--- config.mk ---
export PLATFORM = sky130hd
export DESIGN_NAME = uart_rx_core
export DESIGN_NICKNAME = d
export VERILOG_FILES = /design/src/rtl/uart_pkg.sv /design/src/rtl/uart_rx_sync.sv /design/src/rtl/uart_rx_core.sv
export SDC_FILE = /design/constraint.sdc
export NUM_CORES = 1
export LEC_CHECK = 0
export ABC_AREA = 1
export BUFFER_PORTS_ARGS = -buffer_cell sky130_fd_sc_hd__buf_2
export CAP_MARGIN = 40
export CORE_MARGIN = 4
export CORE_UTILIZATION = 40
export CTS_BUF_LIST = sky130_fd_sc_hd__clkbuf_16
export CTS_CLUSTER_DIAMETER = 100
export CTS_CLUSTER_SIZE = 20
export DETAILED_ROUTE_END_ITERATION = 12
export PLACE_DENSITY = 0.62
export SYNTH_ARGS = -nofsm -noshare
export SYNTH_HDL_FRONTEND = slang
export SYNTH_SLANG_ARGS = --single-unit
--- constraint.sdc ---
create_clock -name clk -period 1.6 [get_ports clk]
set_input_delay 0.48 -clock clk [delete_from_list [all_inputs] [get_ports clk]]
set_output_delay 0.48 -clock clk [all_outputs]
set_load 0.03 [all_outputs]
--- src/rtl/uart_pkg.sv ---
// Shared types and default sizing for the UART receive path.
package uart_pkg;

  localparam int DEF_DATA_BITS  = 8;
  localparam int DEF_OVERSAMPLE = 8;

  typedef enum logic [1:0] {
    IDLE  = 2'd0,
    START = 2'd1,
    DATA  = 2'd2,
    STOP  = 2'd3
  } rx_state_e;

endpackage

--- src/rtl/uart_rx_sync.sv ---
// Front end of the receiver: metastability guard on rx and conversion of the
// baud8clk square wave into a one-clk sample tick.
module uart_rx_sync (
  input  logic clk,
  input  logic rst_n,
  input  logic baud8clk,
  input  logic rx,
  output logic rx_s,
  output logic tick
);

  logic rx_meta_q, rx_meta_d;
  logic rx_s_q, rx_s_d;
  logic baud_prev_q, baud_prev_d;
  logic tick_q, tick_d;

  always_comb begin
    rx_meta_d   = rx;
    rx_s_d      = rx_meta_q;
    baud_prev_d = baud8clk;
    tick_d      = baud8clk & ~baud_prev_q;
  end

  // Synchronizer resets high so a reset never looks like a start edge.
  always_ff @(posedge clk or negedge rst_n) begin
    if (!rst_n) begin
      rx_meta_q   <= 1'b1;
      rx_s_q      <= 1'b1;
      baud_prev_q <= 1'b0;
      tick_q      <= 1'b0;
    end else begin
      rx_meta_q   <= rx_meta_d;
      rx_s_q      <= rx_s_d;
      baud_prev_q <= baud_prev_d;
      tick_q      <= tick_d;
    end
  end

  assign rx_s = rx_s_q;
  assign tick = tick_q;

endmodule

--- src/rtl/uart_rx_core.sv ---
// Oversampling UART receiver: start/data/stop framing FSM plus a one-word
// holding register with valid/ready handshake and sticky overrun.
module uart_rx_core
  import uart_pkg::*;
#(
  parameter int DATA_BITS  = DEF_DATA_BITS,
  parameter int OVERSAMPLE = DEF_OVERSAMPLE
) (
  input  logic                 clk,
  input  logic                 rst_n,
  input  logic                 baud8clk,
  input  logic                 rx,
  input  logic                 rx_ready,
  output logic [DATA_BITS-1:0] rx_data,
  output logic                 rx_valid,
  output logic                 frame_err,
  output logic                 overrun
);

  localparam int TW = $clog2(OVERSAMPLE);
  localparam int BW = $clog2(DATA_BITS + 1);
  localparam logic [TW-1:0] TCK_MID  = TW'(OVERSAMPLE / 2 - 1);
  localparam logic [TW-1:0] TCK_END  = TW'(OVERSAMPLE - 1);
  localparam logic [BW-1:0] BIT_LAST = BW'(DATA_BITS - 1);

  logic rx_s, tick;

  uart_rx_sync u_sync (
    .clk      (clk),
    .rst_n    (rst_n),
    .baud8clk (baud8clk),
    .rx       (rx),
    .rx_s     (rx_s),
    .tick     (tick)
  );

  rx_state_e            state_q, state_d;
  logic [TW-1:0]        tck_cnt_q, tck_cnt_d;
  logic [BW-1:0]        bit_cnt_q, bit_cnt_d;
  logic [DATA_BITS-1:0] shreg_q, shreg_d;
  logic [DATA_BITS-1:0] rx_data_q, rx_data_d;
  logic                 rx_valid_q, rx_valid_d;
  logic                 frame_err_q, frame_err_d;
  logic                 overrun_q, overrun_d;
  logic                 done, ack;

  always_comb begin
    state_d     = state_q;
    tck_cnt_d   = tck_cnt_q;
    bit_cnt_d   = bit_cnt_q;
    shreg_d     = shreg_q;
    rx_data_d   = rx_data_q;
    rx_valid_d  = rx_valid_q;
    overrun_d   = overrun_q;
    frame_err_d = 1'b0;
    done        = 1'b0;

    if (tick) begin
      unique case (state_q)
        IDLE: begin
          if (!rx_s) begin
            state_d   = START;
            tck_cnt_d = '0;
          end
        end
        START: begin
          if (tck_cnt_q == TCK_MID) begin
            if (rx_s) begin
              state_d = IDLE;
            end else begin
              state_d   = DATA;
              tck_cnt_d = '0;
              bit_cnt_d = '0;
            end
          end else begin
            tck_cnt_d = tck_cnt_q + TW'(1);
          end
        end
        DATA: begin
          if (tck_cnt_q == TCK_END) begin
            // LSB arrives first, so it ends up at bit 0 after DATA_BITS shifts.
            shreg_d   = {rx_s, shreg_q[DATA_BITS-1:1]};
            tck_cnt_d = '0;
            bit_cnt_d = bit_cnt_q + BW'(1);
            if (bit_cnt_q == BIT_LAST) state_d = STOP;
          end else begin
            tck_cnt_d = tck_cnt_q + TW'(1);
          end
        end
        STOP: begin
          if (tck_cnt_q == TCK_END) begin
            state_d     = IDLE;
            done        = rx_s;
            frame_err_d = ~rx_s;
          end else begin
            tck_cnt_d = tck_cnt_q + TW'(1);
          end
        end
        default: state_d = IDLE;
      endcase
    end

    ack = rx_valid_q & rx_ready;
    if (ack) begin
      rx_valid_d = 1'b0;
      overrun_d  = 1'b0;
    end
    // A word consumed this very edge frees the holding register for the new one.
    if (done) begin
      if (!rx_valid_q || ack) begin
        rx_data_d  = shreg_q;
        rx_valid_d = 1'b1;
      end else begin
        overrun_d = 1'b1;
      end
    end
  end

  always_ff @(posedge clk or negedge rst_n) begin
    if (!rst_n) begin
      state_q     <= IDLE;
      tck_cnt_q   <= '0;
      bit_cnt_q   <= '0;
      shreg_q     <= '0;
      rx_data_q   <= '0;
      rx_valid_q  <= 1'b0;
      frame_err_q <= 1'b0;
      overrun_q   <= 1'b0;
    end else begin
      state_q     <= state_d;
      tck_cnt_q   <= tck_cnt_d;
      bit_cnt_q   <= bit_cnt_d;
      shreg_q     <= shreg_d;
      rx_data_q   <= rx_data_d;
      rx_valid_q  <= rx_valid_d;
      frame_err_q <= frame_err_d;
      overrun_q   <= overrun_d;
    end
  end

  assign rx_data   = rx_data_q;
  assign rx_valid  = rx_valid_q;
  assign frame_err = frame_err_q;
  assign overrun   = overrun_q;

endmodule

==> results of run 1 <==
-- cell usage after synthesis --
| master | count |
|---|---|
| nand2_1 | 46 |
| dfrtp_1 | 30 |
| inv_1 | 17 |
| o21ai_2 | 17 |
| nor2_1 | 10 |
| nand3_1 | 8 |
| ha_1 | 5 |
| o21ai_0 | 5 |
| buf_6 | 4 |
| dfstp_2 | 2 |
| inv_2 | 2 |
| nand2_2 | 2 |
| nand3_4 | 2 |
| nor3_1 | 2 |
| o21ai_1 | 2 |
| inv_4 | 1 |
| nand2_4 | 1 |
| nand3b_1 | 1 |
| nor2_2 | 1 |
| nor2_4 | 1 |
| xor2_1 | 1 |
-- cell families after synthesis --
group                      Yosys count  share of synthesized area
AOI/OAI and AO/OA                   24                      0.121
xor gates and xnor gates             1                    0.00574
adders and majority gates            5                     0.0410
buffers and inverters               24                     0.0804
DFF                                 32                      0.527
and+or+nand+nor                     74                      0.226
-- registers in the layout, summed over array words and instances, names as in the netlist, named ones only --
signal and count:
rx_data 8, tck_cnt_q 3, frame_err 1, rx_valid 1, u_sync.tick 1, overrun 1, state_q 1, u_sync.baud_prev_q 1
shreg_q 8, bit_cnt_q 4, u_sync.rx_s 1, u_sync.rx_meta_q 1
-- report_power, final --
| group | switching, mW | internal [mW] |
|---|---|---|
| sequential | 0.117 | 0.889 |
| combinational | 0.251 | 0.135 |
| clock | 0.347 | 0.730 |
| total | 0.715 | 1.75 |
-- area by class of cell --
cell class / count / area [um2] / area share
Sequential cell: 32 / 803 / 0.438
Multi-Input combinational cell: 105 / 629 / 0.343
Clock buffer: 5 / 125 / 0.0683
Timing Repair Buffer: 16 / 95.1 / 0.0519
Inverter: 20 / 77.6 / 0.0423
Tap cell: 48 / 60.1 / 0.0328
Clock inverter: 3 / 42.5 / 0.0232
-- repair_timing --
| action | CTS | global route |
|---|---|---|
| setup buffers | 0 | 0 |
| resized for setup | 0 | 4 |
| endpoints found under the setup margin | 0 | 12 |
-- worst paths after layout --
kind	start	end	depth (start not counted)
max reg2reg	tck_cnt_q[0]$_DFFE_PN0P_	bit_cnt_q[0]$_DFFE_PN0P_	10
min	rst_n	tck_cnt_q[1]$_DFFE_PN0P_	1
min reg2reg	u_sync.rx_meta_q$_DFF_PN1_	u_sync.rx_s$_DFF_PN1_	0
max	tck_cnt_q[0]$_DFFE_PN0P_	bit_cnt_q[0]$_DFFE_PN0P_	10
min in group clk	rx	u_sync.rx_meta_q$_DFF_PN1_	1
max in group asynchronous	rst_n	rx_valid$_DFF_PN0_	2
-- critical path, cell delays in order, from the launching register on --
cell	delay (ns)
dfrtp_1	0.38
ha_2	0.21
ha_1	0.18
inv_1	0.06
nand3_1	0.07
nand2_1	0.09
inv_1	0.08
o21ai_4	0.10
inv_2	0.05
nand2_1	0.05
nand2_1	0.04
-- routing by layer --
layer / GRT usage / up-vias
met5: 0 / -
met4: 0.0447 / 0
met3: 0.0507 / 5
met2: 0.191 / 18
met1: 0.138 / 512
li1: - / 546
==> impl_metrics.py, run 1 <==
metrics = {
    "floorplanning": {
        "start_util": 0.417,
        "fp.dieH_um": 69.8,
        "core_mm2": 0.00366,
        "fp.dieW_um": 69.8,
        "io_pins": 16,
        "dieArea_mm2": 0.00487,
        "num_rows": 22,
    },
    "global_routing": {
        "grt_usage": 0.118,
        "grt-ovfl-total": 0,
        "grt_max_degree": 19,
        "grt_pass1_wl_um": 4500,
        "first_global_vias": 1013,
        "antenna_found_initial": 0,
    },
    "cells_and_area": {
        "final_common_cell": "nand2_1",
        "fin_util": 0.501,
        "layoutNonFillerInstCount": 229,
        "nets": 190,
        "fin_area_mm2": 0.00183,
        "layout-drive-gt1-share": 0.309,
        "final_cell_mix": "nand2_1 (46), dfrtp_1 (30), inv_1 (17)",
        "syn2layout_area_growth_pct": 20.2,
        "fillers": 336,
        "antenna_cells": 0,
    },
    "clock_tree": {
        "clock-sinks": 32,
        "hold_buffers": 0,
        "cts_tree": "done",
        "htreeDepth": 2,
        "clk_latency_ns": 0.28,
        "clock_path_buffers": 2,
        "path_clk_slew_ns": 0.05,
        "cts_buffers": 5,
        "cts-root-buf": "clkbuf_16",
    },
    "yosys": {
        "synth.ff_latch_count": 32,
        "yosys_warnings": 0,
        "synth_nets": 170,
        "synth_largest_area_cell": "dfrtp_1",
        "avgSynthCellArea_um2": 9.53,
        "syn_inst": 160,
        "netlist.area_leader.share": 0.492,
        "syn_area_mm2": 0.00153,
        "synthTopCellsByArea": "dfrtp_1 (49%), nand2_1 (11%), o21ai_2 (9.8%), inv_1 (4.2%), ha_1 (4.1%)",
        "seq_area_frac_synth": 0.527,
        "synth_cell_types": 21,
    },
    "critical_path": {
        "cp_max_fo": 7,
        "critPathArrivalTime_ns": 1.60,
        "crit_path_end_kind": "register",
        "critPathRequiredTime_ns": 1.77,
        "worstSetupStartpointType": "register",
        "critical_path_class": "register to register",
        "r2r_slack_ns": 0.17,
    },
    "sta": {
        "grt_setup_unrepaired": "false",
        "whs_ns": 0.114,
        "layout_setup_ws_ns": 0.167,
        "slew_headroom": 0.717,
        "slew_violations": 0,
        "hold_viol": 0,
        "fmax_ghz": 0.698,
        "tns_ns": 0,
        "tightest_slew_ns": 0.421,
        "finalCriticalPeriod_ns": 1.43,
        "fin_crit_sh": 0.896,
        "skew_ns": 0.00627,
        "finalSetupViolations": 0,
    },
    "detailed_routing": {
        "viasPerCell": 4.72,
        "wl_per_cell_um": 11.4,
        "first_pass_iters": 4,
        "dr_wl_met2_um": 1260,
        "drtAntennaViolNets": 0,
        "wl_met3_um": 140,
        "num_vias": 1081,
        "highest_layer": "met4",
        "drt-met1-wl_um": 1180,
        "dr.first_iter.drc_count": 53,
        "drt-total-wl_um": 2620,
        "drc": 0,
    },
    "power_and_ir_drop": {
        "total_power_mw": 2.47,
        "ir_worst_vdd_mv": 0.525,
        "powerDensity_mw_per_mm2": 1350,
        "p_leak_nw": 0.876,
    },
    "place": {
        "dp_hpwl_um": 1850,
        "place.gp.congestion": 0.856,
        "dpl_worst_slack_ns": 0.0355,
        "postPlaceCellArea_mm2": 0.00164,
        "port_buffers": 15,
        "dp.cells": 220,
    },
    "hold_path": {
        "hp-class": "primary input to async pin",
    },
    "outcome": {
        "status": "finished, final reports clean",
    },
    "job": {
        "drv_cap": 0,
    },
}
(Power assumes the default switching activity.)
==> inputs of run 2 (changes only) <==
--- a/config.mk
+++ b/config.mk
@@ -10,10 +10,10 @@
 export CAP_MARGIN = 40
 export CORE_MARGIN = 4
 export CORE_UTILIZATION = 40
-export CTS_BUF_LIST = sky130_fd_sc_hd__clkbuf_16
 export CTS_CLUSTER_DIAMETER = 100
 export CTS_CLUSTER_SIZE = 20
 export DETAILED_ROUTE_END_ITERATION = 12
+export GPL_TIMING_DRIVEN = 0
 export PLACE_DENSITY = 0.62
 export SYNTH_ARGS = -nofsm -noshare
 export SYNTH_HDL_FRONTEND = slang
==> run 2 against run 1 <==
  * Sequential power is 6% lower
  * Clock-buffer cell count is 1 higher
  * Clock power is 30% lower
  * Register-to-register slack worse by 0.07 ns
  * Final cell count is 0.87% higher
  * Sequential share of layout area is 0.89 points higher
  * Final area is 2.0% lower
  * Critical path type unchanged
  * Largest cell class unchanged
  * Largest power group is now registers
  * Highest routed layer unchanged
==> impl_metrics.py, run 2 (synthesis results as in run 1) <==
metrics = {
    "detailed_routing": {
        "num_vias": 1105,
        "first_pass_iters": 4,
        "viasPerCell": 4.78,
        "wl_per_cell_um": 11.5,
        "dr.first_iter.drc_count": 39,
        "drc": 0,
        "drtAntennaViolNets": 0,
        "drt-total-wl_um": 2660,
    },
    "power_and_ir_drop": {
        "total_power_mw": 2.20,
        "ir_worst_vdd_mv": 0.600,
        "p_leak_nw": 0.867,
        "powerDensity_mw_per_mm2": 1220,
    },
    "cells_and_area": {
        "final_common_cell": "nand2_1",
        "fin_area_mm2": 0.00180,
        "fillers": 361,
        "final_cell_mix": "nand2_1 (46), dfrtp_1 (30), inv_1 (17), o21ai_2 (17), buf_2 (15)",
        "nets": 192,
        "antenna_cells": 0,
        "syn2layout_area_growth_pct": 17.8,
        "layout-drive-gt1-share": 0.322,
    },
    "critical_path": {
        "cp_common_cell": "nand2_1",
        "critical_path.cell_chain": "ha_2 > ha_1 > inv_1 > nand3_1 > nand2_1 > inv_1 > o21ai_4 > inv_2 > nand2_1 > nand2_1",
        "critPathArrivalTime_ns": 1.68,
        "cpPeakStageDelay_ns": 0.38,
        "critical_path_class": "register to register",
        "cp_slowest_cell": "dfrtp_1",
        "critPathRequiredTime_ns": 1.78,
        "crit_path_end_kind": "register",
        "worstSetupStartpointType": "register",
        "cp_max_fo": 7,
    },
    "clock_tree": {
        "cts_tree": "done",
        "path_clk_slew_ns": 0.07,
        "htreeDepth": 2,
        "cts-root-buf": "clkbuf_8",
        "cts_buffers": 5,
        "clock-sinks": 32,
        "clk_latency_ns": 0.28,
        "clock_path_buffers": 2,
        "cts_setup_buffers": 0,
    },
    "global_routing": {
        "antenna_found_initial": 0,
        "grt_usage": 0.124,
        "grtUsageMet2": 0.197,
        "grt-ovfl-total": 0,
        "first_global_vias": 1068,
        "use_met1": 0.151,
        "grt-busiest-layer": "met2",
        "met3_usage": 0.0464,
        "grt_max_degree": 33,
        "grt_pass1_wl_um": 4820,
    },
    "sta": {
        "hold_viol": 0,
        "fmax_ghz": 0.665,
        "whs_ns": 0.237,
        "finalCriticalPeriod_ns": 1.50,
        "fin_crit_sh": 0.940,
        "skew_ns": 0.00551,
        "tightest_slew_ns": 0.694,
        "grt_setup_unrepaired": "false",
        "finalSetupViolations": 0,
        "slew_headroom": 0.537,
        "slew_violations": 0,
    },
    "hold_path": {
        "hp-class": "primary input to async pin",
    },
    "floorplanning": {
        "dieArea_mm2": 0.00487,
        "start_util": 0.417,
        "fp.dieH_um": 69.8,
        "core_mm2": 0.00366,
        "fp.dieW_um": 69.8,
        "num_rows": 22,
        "io_pins": 16,
    },
    "place": {
        "place.gp.congestion": 0.760,
        "dp_hpwl_um": 1980,
        "port_buffers": 15,
        "postPlaceCellArea_mm2": 0.00166,
    },
    "outcome": {
        "status": "finished, final reports clean",
    },
    "job": {
        "drv_cap": 0,
    },
}
-- run 2: layout make-up --
type / count / area [um2] / area share
Timing Repair Buffer: 15 / 75.1 / 0.0418
Sequential cell: 32 / 803 / 0.447
Clock inverter: 2 / 35.0 / 0.0195
Buffer: 4 / 45.0 / 0.0251
Multi-Input combinational cell: 104 / 628 / 0.350
Inverter: 20 / 77.6 / 0.0432
Clock buffer: 6 / 72.6 / 0.0404
Tap cell: 48 / 60.1 / 0.0334
-- run 2: power by group --
part	total (mW)	leakage, nW	internal [mW]	switching, mW
Sequential	0.948	0.431	0.889	0.0596
Clock	0.753	0.0552	0.462	0.291
Combinational	0.498	0.381	0.179	0.319
-- run 2: final timing paths --
path | start | end | slack (ns) | cells past startpoint
setup / recovery | tck_cnt_q[0]$_DFFE_PN0P_ | bit_cnt_q[3]$_DFFE_PN0P_ | 0.1 | 10
hold / removal | rst_n | u_sync.baud_prev_q$_DFF_PN0_ | 0.24 | 1
setup reg to reg | tck_cnt_q[0]$_DFFE_PN0P_ | bit_cnt_q[3]$_DFFE_PN0P_ | 0.1 | 10
hold reg to reg | u_sync.rx_meta_q$_DFF_PN1_ | u_sync.rx_s$_DFF_PN1_ | 0.36 | 0
max in group asynchronous | rst_n | rx_data[0]$_DFFE_PN0P_ | 0.91 | 1
min in group clk | rx | u_sync.rx_meta_q$_DFF_PN1_ | 0.30 | 1
-- run 2: metal layers --
metal	vias up	share of wire
met2	25	0.49
met5	-	0
met1	522	0.42
li1	551	-
met4	0	0.020
met3	7	0.066
-- run 2: what timing repair did --
action	4_1_cts	5_1_grt
setup endpoints to repair	2	12
resized for setup	1	5
hold buffers	0	0
-- run 2: per-stage QoR --
| step | setup TNS, ns | setup slack (ns) | utilization | std cells |
|---|---|---|---|---|
| finish | 0 | 0.0956 | 0.491 | 231 |
| global route | 0 | 0.000548 | 0.491 | 231 |
| CTS | 0 | 0.00240 | 0.484 | 231 |
| detailed placement | -0.0275 | -0.0139 | 0.454 | 223 |
| global placement | 0 | 0.0361 | 0.454 | 223 |
| floorplan | 0 | 0.170 | - | 160 |
-- run 2: worst max-delay path: cells and delay by family, from the launching register on --
kind | cells | cell delay, ns
adder cells (fa/ha/maj) | 2 | 0.41
flip-flops | 1 | 0.38
AND/OR/NAND/NOR | 4 | 0.26
buffers and inverters | 3 | 0.23
AO/OA/AOI/OAI | 1 | 0.11
==> inputs of run 3 (changes only) <==
--- a/config.mk
+++ b/config.mk
@@ -8,13 +8,14 @@
 export ABC_AREA = 1
 export BUFFER_PORTS_ARGS = -buffer_cell sky130_fd_sc_hd__buf_2
 export CAP_MARGIN = 40
-export CORE_MARGIN = 4
 export CORE_UTILIZATION = 40
+export CTS_BUF_LIST = sky130_fd_sc_hd__clkbuf_4 sky130_fd_sc_hd__clkbuf_8
 export CTS_CLUSTER_DIAMETER = 100
 export CTS_CLUSTER_SIZE = 20
 export DETAILED_ROUTE_END_ITERATION = 12
 export GPL_TIMING_DRIVEN = 0
 export PLACE_DENSITY = 0.62
+export SKIP_LAST_GASP = 1
 export SYNTH_ARGS = -nofsm -noshare
 export SYNTH_HDL_FRONTEND = slang
 export SYNTH_SLANG_ARGS = --single-unit
==> run 3 against run 2 <==
  * Clock power increased by 2%
  * Final cell count is the same
  * Wire length fell by 6.4%
  * Setup slack better by 0.028 ns
  * Worst hold slack improved by 0.0037 ns
  * Register-to-register slack better by 0.03 ns
==> impl_metrics.py, run 3 (synthesis results as in run 1) <==
metrics = {
    "sta": {
        "grt_setup_unrepaired": "false",
        "hold_viol": 0,
        "tightest_slew_ns": 0.690,
        "skew_ns": 0.00389,
        "fmax_ghz": 0.677,
        "finalSetupViolations": 0,
        "finalCriticalPeriod_ns": 1.48,
        "slew_headroom": 0.540,
        "layout_setup_ws_ns": 0.123,
        "slew_violations": 0,
        "fin_crit_sh": 0.923,
        "tns_ns": 0,
    },
    "floorplanning": {
        "dieArea_mm2": 0.00406,
        "core_mm2": 0.00366,
        "fp.dieW_um": 63.8,
        "num_rows": 22,
        "start_util": 0.417,
        "fp.dieH_um": 63.8,
        "io_pins": 16,
    },
    "power_and_ir_drop": {
        "p_leak_nw": 0.869,
        "powerDensity_mw_per_mm2": 1230,
        "p_sw_frac": 0.300,
        "sequentialPowerShare": 0.431,
        "ir_worst_vdd_mv": 0.629,
        "p_int_mw": 1.55,
        "p_switching_uw": 661,
        "combPwrFrac": 0.222,
        "clkPwrFrac": 0.347,
    },
    "clock_tree": {
        "path_clk_slew_ns": 0.06,
        "clock-sinks": 32,
        "cts_tree": "done",
        "cts-root-buf": "clkbuf_8",
        "clock_path_buffers": 2,
        "htreeDepth": 2,
        "hold_buffers": 0,
        "cts_setup_buffers": 0,
        "cts_buffers": 5,
        "clk_latency_ns": 0.28,
    },
    "cells_and_area": {
        "final_cell_mix": "nand2_1 (46), dfrtp_1 (30), inv_1 (17)",
        "syn2layout_area_growth_pct": 17.6,
        "antenna_cells": 0,
        "layout-drive-gt1-share": 0.317,
        "final_common_cell": "nand2_1",
        "nets": 192,
    },
    "critical_path": {
        "cp_max_fo": 10,
        "reg2reg_depth": 8,
        "critPathRequiredTime_ns": 1.77,
        "worstSetupStartpointType": "register",
        "critPathArrivalTime_ns": 1.65,
        "rr_startpoint": "tck_cnt_q[1]$_DFFE_PN0P_",
        "critical_path_class": "register to register",
        "crit_path_end_kind": "register",
        "r2r_slack_ns": 0.12,
        "r2r-end": "rx_data[7]$_DFFE_PN0P_",
    },
    "global_routing": {
        "grt_usage": 0.147,
        "antenna_found_initial": 0,
        "first_global_vias": 1064,
        "grt-ovfl-total": 0,
        "grt_max_degree": 33,
        "grt_pass1_wl_um": 4580,
    },
    "detailed_routing": {
        "drc": 0,
        "num_vias": 1086,
        "drt-total-wl_um": 2490,
        "dr.first_iter.drc_count": 57,
        "first_pass_iters": 4,
        "viasPerCell": 4.70,
        "wl_per_cell_um": 10.8,
        "drtAntennaViolNets": 0,
    },
    "place": {
        "port_buffers": 15,
        "dpl_worst_slack_ns": 0.00202,
        "place.gp.congestion": 0.853,
        "dp_hpwl_um": 1870,
    },
    "outcome": {
        "status": "finished, final reports clean",
    },
    "hold_path": {
        "hp-class": "primary input to async pin",
    },
    "job": {
        "drv_cap": 0,
    },
}
## run 3: cell type report
type | count | area [um2]
clock buffer | 6 | 76.3
sequential | 32 | 803
clock inverter | 2 | 35.0
buffer | 4 | 45.0
multi-input combinational | 104 | 622
fill | 349 | 1870
tap | 48 | 60.1
timing repair buffer | 15 | 75.1
inverter | 20 | 77.6
## run 3: stage by stage
stage	area [um2]	util	std cells	power (mW)	hold slack, ns
floorplan	1530	-	160	1.34	0.184
global route	1790	0.490	231	2.35	0.286
global placement	1660	0.454	223	1.42	0.348
detailed placement	1660	0.454	223	1.44	0.354
finish	1790	0.490	231	2.21	0.240
CTS	1770	0.485	231	2.22	0.266
## run 3: power groups by stage
stage,clock [mW],combinational (mW),sequential (mW)
floorplan,0,0.394,0.945
global placement,0,0.464,0.953
detailed placement,0,0.484,0.959
CTS,0.789,0.487,0.944
global route,0.831,0.564,0.958
finish,0.765,0.490,0.951
## run 3: worst max-delay path by stage
stage	startpoint	endpoint	slack, ns	depth (start not counted)
finish	tck_cnt_q[1]$_DFFE_PN0P_	rx_data[7]$_DFFE_PN0P_	0.12	8
global route	tck_cnt_q[0]$_DFFE_PN0P_	bit_cnt_q[0]$_DFFE_PN0P_	0.01	10
CTS	tck_cnt_q[1]$_DFFE_PN0P_	rx_data[7]$_DFFE_PN0P_	0.03	8
detailed placement	tck_cnt_q[1]$_DFFE_PN0P_	rx_data[7]$_DFFE_PN0P_	0.002	8
global placement	tck_cnt_q[0]$_DFFE_PN0P_	rx_data[7]$_DFFE_PN0P_	0.04	8
floorplan	tck_cnt_q[0]$_DFFE_PN0P_	rx_data[6]$_DFFE_PN0P_	0.17	8
## run 3: worst max-delay path: stages, from the launching register on
cell and delay [ns]:
dfrtp_1 0.35, ha_2 0.23, ha_4 0.17, nand2_2 0.07
nor2_4 0.12, nand3_4 0.12, buf_6 0.18, nand2_1 0.07
o21ai_2 0.05
## run 3: per-layer routing
metal,track usage,share of wire,up-vias
li1,-,-,551
met1,0.185,0.46,511
met2,0.233,0.49,19
met3,0.0589,0.042,5
met4,0.0426,0.012,0
met5,0,0,-
## run 3: what timing repair did
action,4_1_cts,5_1_grt
setup endpoints to repair,2,7
resized for setup,1,3
gates cloned,0,0
endpoints found under the hold margin,0,0
